<file path="config.mk">
export PLATFORM = sky130hd
export DESIGN_NAME = fetch_queue
export DESIGN_NICKNAME = d
export VERILOG_FILES = /design/src/rtl/fetch_queue.sv
export SDC_FILE = /design/constraint.sdc
export NUM_CORES = 1
export LEC_CHECK = 0
export BUFFER_PORTS_ARGS = -buffer_cell sky130_fd_sc_hd__buf_2
export CORE_UTILIZATION = 59
export CTS_CLUSTER_DIAMETER = 80
export DETAILED_ROUTE_END_ITERATION = 6
export GPL_ROUTABILITY_DRIVEN = 0
export PLACE_DENSITY_LB_ADDON = 0.2
export SYNTH_ARGS = -nofsm -noshare
export SYNTH_HDL_FRONTEND = slang
export SYNTH_SLANG_ARGS = --single-unit
</file>
<file path="constraint.sdc">
create_clock -name clk -period 3.15 [get_ports clk]
set_input_delay 0.1575 -clock clk [delete_from_list [all_inputs] [get_ports clk]]
set_output_delay 0.1575 -clock clk [all_outputs]
set_load 0.03 [all_outputs]
</file>
<file path="src/rtl/fetch_queue.sv">
// Fetch-to-decode instruction queue: buffers {pc, instr} pairs from the fetch
// stage, back-pressures fetch when full and drops wrong-path entries on flush.
module fetch_queue #(
  parameter int          DEPTH  = 4,
  parameter int          AW     = 2,
  parameter logic [31:0] RST_PC = 32'h3000
) (
  input  logic          clk,
  input  logic          rstn,
  input  logic          if_valid,
  input  logic [31:0]   if_pc,
  input  logic [31:0]   if_instr,
  output logic          fetch_stall,
  input  logic          flush,
  output logic          id_valid,
  input  logic          id_ready,
  output logic [31:0]   id_pc,
  output logic [31:0]   id_instr,
  output logic [AW:0]   count
);

  localparam logic [AW:0]   CNT_ONE  = 1;
  localparam logic [AW:0]   CNT_FULL = DEPTH[AW:0];
  localparam logic [AW-1:0] PTR_ONE  = 1;

  logic [31:0]   mem_pc    [DEPTH];
  logic [31:0]   mem_instr [DEPTH];
  logic [AW-1:0] wr_ptr;
  logic [AW-1:0] rd_ptr;
  logic          full;
  logic          empty;
  logic          push;
  logic          pop;

  // Handshakes: a transfer happens on a cycle where valid and ready are both
  // high at the clock edge. Fetch side: valid=if_valid, ready=~fetch_stall.
  // Decode side: valid=id_valid, ready=id_ready. flush cancels both transfers.
  assign full        = (count == CNT_FULL);
  assign empty       = (count == '0);
  assign fetch_stall = full;
  assign push        = if_valid & ~full & ~flush;
  assign pop         = id_valid & id_ready & ~flush;

  // No bypass: the head is always read from storage, an empty queue shows a NOP.
  assign id_valid = ~empty;
  assign id_pc    = empty ? RST_PC : mem_pc[rd_ptr];
  assign id_instr = empty ? 32'h0  : mem_instr[rd_ptr];

  always_ff @(posedge clk or negedge rstn) begin
    if (!rstn) begin
      wr_ptr <= '0;
      rd_ptr <= '0;
      count  <= '0;
      for (int i = 0; i < DEPTH; i++) begin
        mem_pc[i]    <= '0;
        mem_instr[i] <= '0;
      end
    end else if (flush) begin
      wr_ptr <= '0;
      rd_ptr <= '0;
      count  <= '0;
    end else begin
      if (push) begin
        mem_pc[wr_ptr]    <= if_pc;
        mem_instr[wr_ptr] <= if_instr;
        wr_ptr            <= wr_ptr + PTR_ONE;
      end
      if (pop) begin
        rd_ptr <= rd_ptr + PTR_ONE;
      end
      if (push && !pop) begin
        count <= count + CNT_ONE;
      end else if (pop && !push) begin
        count <= count - CNT_ONE;
      end
    end
  end

  // A wrapped (underflowed) count would also exceed DEPTH.
  a_count_max: assert property (@(posedge clk) disable iff (!rstn) count <= CNT_FULL);
  a_no_underflow: assert property (@(posedge clk) disable iff (!rstn)
                                   (empty |=> count <= CNT_ONE));

endmodule
</file>
==> impl_results.md, run 1 <==
- Crit path max fanout: 63
- Number of remaining DRC errors: 0
- Top post-synthesis cells by count: dfrtp_1 (263), mux2_4 (180), mux2_2 (77)
- DR vias/cell: 5.80
- HPWL after DPL: around 17 mm
- Die Y: 150 microns
- Post-Synth Adder-Cell Area: 0.00541
- Postcts setup bufs: 0
- Worst ir drop on vdd: between 600 and 700 uV
- Buf+Inv Stages, Crit Path: 2
- Number of hold violations in the final report: 0
- Post-synth top area cell: dfrtp_1
- Largest net degree at the start of global routing: 100
- WL final: 27.7 mm
- Hold Path Stages: 4
- Grt ovf: 0
- Vias: around 7200
- Netlist Area Pre-Place: 13000 sq um
- Final Util: 0.715
- Worst endpoint data arrival time: 2.63 ns
- Top cells by area, synth: dfrtp_1 (51%), mux2_4 (21%), mux4_2 (11%)
- Status: completed
- Largest stage delay, worst path: 0.87 ns
- Slowest-stage cell, CP: inv_2
- Worst Max-Slew Pin Slew: 1.18 ns
- Clk pwr share: 0.199
- Crit. End Element: output port
- Post-layout min period: 2.79 ns
- HP Class: in2reg
- Ys Warns: 0
- R2R depth: 7
- Share of cells above drive strength 1: 0.548
- GRT Util Overall: 0.260
- Cells after Synth: 751
- Row count: 53
- CTS resizes: 0
- Switching Share: 0.350
- Crit Path Class: reg2out
- Setup TNS: 0 ns
- Worst Skew: 0.0181 ns
- EDFF count, synth: 0
- Std-Cell Core Area: 21300 sq um
- Power Dens Cells: 1050 nW/um^2
- Async S/R FF share, synth: 1.00
- # clock sinks: between 200 and 300
- Simple-gate share of the synthesized area: 0.0434
- CTS Buf Count: 27
- Drt first pass iters: 4
- Io pins: between 100 and 150
- Net count after synthesis: between 800 and 900
- Comb power frac: 0.438
- Max-slew headroom: 0.212
- Post-DRT Antenna Nets: 0
- Synth Area in Compound Gates: 0.00763
- Fillers: 1331
- Clock root buffer: clkbuf_16
- Sw power: 0.00561 W
- Multiplexer area fraction after synthesis: 0.388
- Power Internal: 0.0104 W
- Die ar.: 22600 sq um
- Flip-flop and latch count after synthesis: about 260
- CTS tree: done
- Nets: 1025
- Seq pwr share: 0.363
- Htree depth: 1
- Clk slew on worst S/H paths: roughly 0.06 ns
- Worst hold slack: ~0.12 ns
- Count leader, synth: dfrtp_1
- R2r endpoint: count[2]
- Period utilization: 0.885
- Syn Area/Cell: 17.3 sq um
- Antenna violations before repair: 0
- Max_cap viols: 0
- Hold Path End: rd_ptr[1]
- Top FF cell, synth: dfrtp_1
- Initial core utilization: 0.609
- CP Cell Sequence: nor3_1 > inv_2 > and2_1 > buf_2
- Ant. Diodes: 0
- First-pass GRT wire length: 45.2 mm
- Multi-input logic area: 5780 sq um
- Post-DR wirelength/cell: approximately 22 microns
- Synth unique cells: 36
- Area Growth Syn to Fin: 17.5%
- Clock buffer depth: 3
- Worst r2r src: count[2]
- Hold-fix buffers, CTS: 68
- Largest family of logic cells by synthesized area: multiplexers
- Final Setup Violations: 0
- Leakage: 7.53 nW
- Die width: 150 microns
- # port buffers: ~140
- Delay-heaviest family, CP: buffers and inverters
- Worst-Skew Late Latency: 0.54 ns
- Required @ worst endpoint: 2.99 ns
- Unrepaired setup endpoints after global routing: no
- CP startpoint kind: flop
- Post-synthesis xor/xnor area fraction: 0.00135
- Area share of the largest cell type after synthesis: 0.508
- Detailed Route Iter0 Violations: 258
- Achievable clock frequency: 0.359 GHz
- Slew Viols, Final: 0
- Register area: 6590 sq um
- Flop-to-flop setup slack: 0.47 ns
- Hold Crit Start: id_ready
- Number of global-route vias before repair: around 8300
- Sequential area share after synthesis: 0.508
cells in the final DEF, fill, tap and decap left out, types with 2 or more instances in the layout:
master           n
dfrtp_1        261
mux2_4         180
buf_2          136
mux2_2          77
dlygate4sd3_1   68
mux4_2          64
and2_1          62
clkbuf_16       27
buf_4           10
nor2_1           8
buf_12           8
inv_1            7
clkinv_2         7
nand3_4          4
ha_1             4
nand3_1          3
bufinv_16        3
clkbuf_8         3
or2_2            2
o31ai_1          2
xor2_1           2
mux2i_1          2
o21ai_0          2
a21oi_1          2
nand3b_1         2
clkbuf_1         2
clkinvlp_4       2
dfrtp_4          2
worst max path at each step:
stage | end | startpoint | slack [ns] | cells past startpoint
5_1_grt | id_pc[24] | count[2] | 0.23 | 4
3_5_place_dp | count[2] | count[2] | 0.53 | 7
4_1_cts | id_pc[24] | count[2] | 0.32 | 4
6_report | id_pc[24] | count[2] | 0.36 | 4
3_3_place_gp | count[2] | count[2] | 0.72 | 7
2_1_floorplan | count[2] | count[2] | 0.68 | 9
area by class of cell:
class                      instances  area share
inverter                           8     0.00197
sequential                       263       0.433
tap                              275      0.0226
multi-input combinational        428       0.380
clock inverter                    13     0.00978
clock buffer                      32      0.0476
timing repair buffer             223       0.106
logic make-up after synthesis:
logic type / after synthesis
and+or+nand+nor: 85
DFF: 263
AOI/OAI and AO/OA: 13
buffers and inverters: 60
xor gates and xnor gates: 2
muxes: 323
adders and majority gates: 5
registers in the layout, indices dropped and copies added (netlist names):
| register | cells |
|---|---|
| mem_pc | 128 |
| count | 3 |
| wr_ptr | 2 |
| mem_instr | 128 |
| rd_ptr | 2 |
power groups by stage:
| stage | Clock [W] | Sequential (W) | Combinational, W |
|---|---|---|---|
| floorplan | 0 | 0.00539 | 0.00565 |
| global placement | 0 | 0.00567 | 0.00680 |
| detailed placement | 0 | 0.00584 | 0.00697 |
| CTS | 0.00323 | 0.00582 | 0.00709 |
| global route | 0.00337 | 0.00601 | 0.00747 |
| finish | 0.00319 | 0.00583 | 0.00703 |
worst reg2reg max path, cell delays in order (launching register included):
cell	delay [ns]
dfrtp_1	0.53
or3b_1	0.61
nand3_1	0.18
nor2_1	0.06
fa_1	0.46
and4bb_2	0.28
a311oi_1	0.30
o311a_1	0.21
routing by layer:
layer / routed length [microns] / global-route usage / part of all wire
met5: 0 / 0 / 0
met2: 14200 / 0.454 / 0.51
met4: 520 / 0.0702 / 0.019
met3: 1170 / 0.0458 / 0.042
met1: 11700 / 0.335 / 0.42
metrics by stage:
| step | worst slack (ns) | cells | area (sq um) | power, W |
|---|---|---|---|---|
| after floorplan | 0.681 | 751 | 13000 | 0.0110 |
| after global placement | 0.719 | 1129 | 13700 | 0.0125 |
| after detailed placement | 0.525 | 1129 | 13700 | 0.0128 |
| after CTS | 0.324 | 1242 | 15200 | 0.0161 |
| after global routing | 0.234 | 1242 | 15200 | 0.0169 |
| final | 0.361 | 1242 | 15200 | 0.0160 |
Note: power is estimated with default switching activity, not from simulation.
==> run 2, diff against run 1 <==
--- a/config.mk
+++ b/config.mk
@@ -11,6 +11,7 @@
 export DETAILED_ROUTE_END_ITERATION = 6
 export GPL_ROUTABILITY_DRIVEN = 0
 export PLACE_DENSITY_LB_ADDON = 0.2
+export RECOVER_POWER = 50
 export SYNTH_ARGS = -nofsm -noshare
 export SYNTH_HDL_FRONTEND = slang
 export SYNTH_SLANG_ARGS = --single-unit
==> impl_results.md, run 2 (same netlist as run 1, synthesis figures left out) <==
- Power Dens Cells: 1050 nW/um^2
- Worst ir drop on vdd: 624 uV
- Leakage: 7.41 nW
- Switching Share: 0.352
- Initial core utilization: 0.609
- Period utilization: 0.886
- Share of cells above drive strength 1: 0.521
- DR vias/cell: between 5 and 6
- Commonest non-fill, non-tap cell in the layout: dfrtp_1
- R2R depth: 7
- Power Internal: 0.0103 W
- First-pass GRT wire length: 45.2 mm
- Max_cap viols: 1
- Nets: 1025
- Crit Path Class: reg2out
- Std-Cell Core Area: ~21000 sq um
- Fillers: ~1400
- Slew Viols, Final: slightly below 100
- Failing checks: capacitance limit, slew limit
- CTS tree: done
- Post-DR wirelength/cell: about 22 microns
- # clock sinks: 263
- Clock root buffer: clkbuf_16
- Number of remaining DRC errors: 0
- Drt first pass iters: 4
- Unrepaired setup endpoints after global routing: no
- HPWL after DPL: 16.7 mm
- Flop-to-flop setup slack: between 0.4 and 0.5 ns
- Clock buffer depth: 3
- # port buffers: roughly 140
- Row count: 53
- Post-DRT Antenna Nets: 0
- Crit. End Element: output port
- Required @ worst endpoint: 2.99 ns
- Postcts setup bufs: 0
- HP Class: in2reg
- Comb power frac: 0.433
- Worst Max-Slew Pin Slew: 2.59 ns
- Largest regs: mem_instr: 128 flops, mem_pc: 128 flops, count: 3 flops
- Max-slew headroom: -0.728
- Grt ovf: 0
- Multi-input logic area: approximately 5700 sq um
- Setup TNS: 0 ns
- GRT Util Overall: 0.260
- Antenna violations before repair: 0
- Number of global-route vias before repair: 8336
- Hold Path Stages: 3
- R2r endpoint: count[2]
- Sw power: 0.00559 W
- Clk pwr share: 0.200
- Crit path max fanout: 63
- Most frequent cells in the layout: dfrtp_1 (261), mux2_4 (157), buf_2 (133)
- Detailed Route Iter0 Violations: roughly 250
- Worst endpoint data arrival time: 2.63 ns
- CTS Buf Count: 27
- Seq pwr share: 0.366
- Worst-Skew Late Latency: 0.54 ns
- Clk slew on worst S/H paths: 0.06 ns
- Final Setup Violations: 0
- Hold Crit Start: id_ready
- Achievable clock frequency: 0.358 GHz
- Post-layout min period: 2.79 ns
- DP Cell Count: 1129
- Worst Skew: around 0.017 ns
- Die Y: 150 microns
- Vias: just over 7000
- Die ar.: ~23000 sq um
- Die width: 150 microns
- Number of hold violations in the final report: 0
- Worst r2r src: count[2]
- CP startpoint kind: flop
- Register area: around 6600 sq um
- Htree depth: 1
- Largest net degree at the start of global routing: 100
- Fin cells: 1243
- WL final: 27.6 mm
- Status: finished with violations
- Area Growth Syn to Fin: 16.7%
- Hold Path End: count[2]
- Io pins: 138
## run 2: cell types whose count changed in the layout (fill, tap and decap cells not counted), sizes merged
| cell | delta |
|---|---|
| clkbuf | +4 |
| diode | +1 |
| buf | -4 |
## run 2: power groups by stage
stage	Combinational [W]	Clock (W)	Sequential (W)
after global placement	0.00680	0	0.00567
after global routing	0.00734	0.00337	0.00600
after detailed placement	0.00697	0	0.00584
after CTS	0.00709	0.00323	0.00582
after floorplan	0.00565	0	0.00539
final	0.00689	0.00318	0.00582
## run 2: worst max path at each step
stage / from / endpoint / slack [ns] / cells past startpoint
4_1_cts: count[2] / id_pc[24] / 0.32 / 4
5_1_grt: rstn / mem_instr[108] / 0.14 / 3
3_3_place_gp: count[2] / count[2] / 0.72 / 7
3_5_place_dp: count[2] / count[2] / 0.53 / 7
2_1_floorplan: count[2] / count[2] / 0.68 / 9
6_report: count[2] / id_pc[24] / 0.36 / 4
## run 2: layout make-up
type,count,area share
clock inverter,13,0.00985
clock buffer,32,0.0479
antenna,1,0.000165
tap,275,0.0228
multi-input combinational,428,0.376
timing repair buffer,223,0.106
inverter,8,0.00199
sequential,263,0.436
## run 2: through the flow
stage	util	power (W)	area [sq um]	hold WS, ns	setup slack (ns)
floorplan	-	0.0110	13000	-0.138	0.681
global placement	0.642	0.0125	13700	0.229	0.719
detailed placement	0.642	0.0128	13700	0.247	0.525
CTS	0.715	0.0161	15200	0.0868	0.324
global route	0.710	0.0167	15100	0.138	0.140
finish	0.710	0.0159	15100	0.117	0.359
## run 2: metal layers
metal,GRT usage,vias to the layer above,share of wire
met5,0,-,0
met1,0.335,3856,0.42
met2,0.454,163,0.52
li1,-,3129,-
met4,0.0702,0,0.019
met3,0.0458,46,0.042
## run 2: worst max-delay path, stage by stage, from the launching register on
cell and delay (ns):
dfrtp_1 0.54, nor3_1 0.16, inv_2 0.87, and2_1 0.30
buf_2 0.22
## run 2: timing repair
action,in CTS,in global routing
hold endpoints to repair,355,0
hold buffers,68,0
endpoints found under the setup margin,0,0
gates resized for setup,0,0
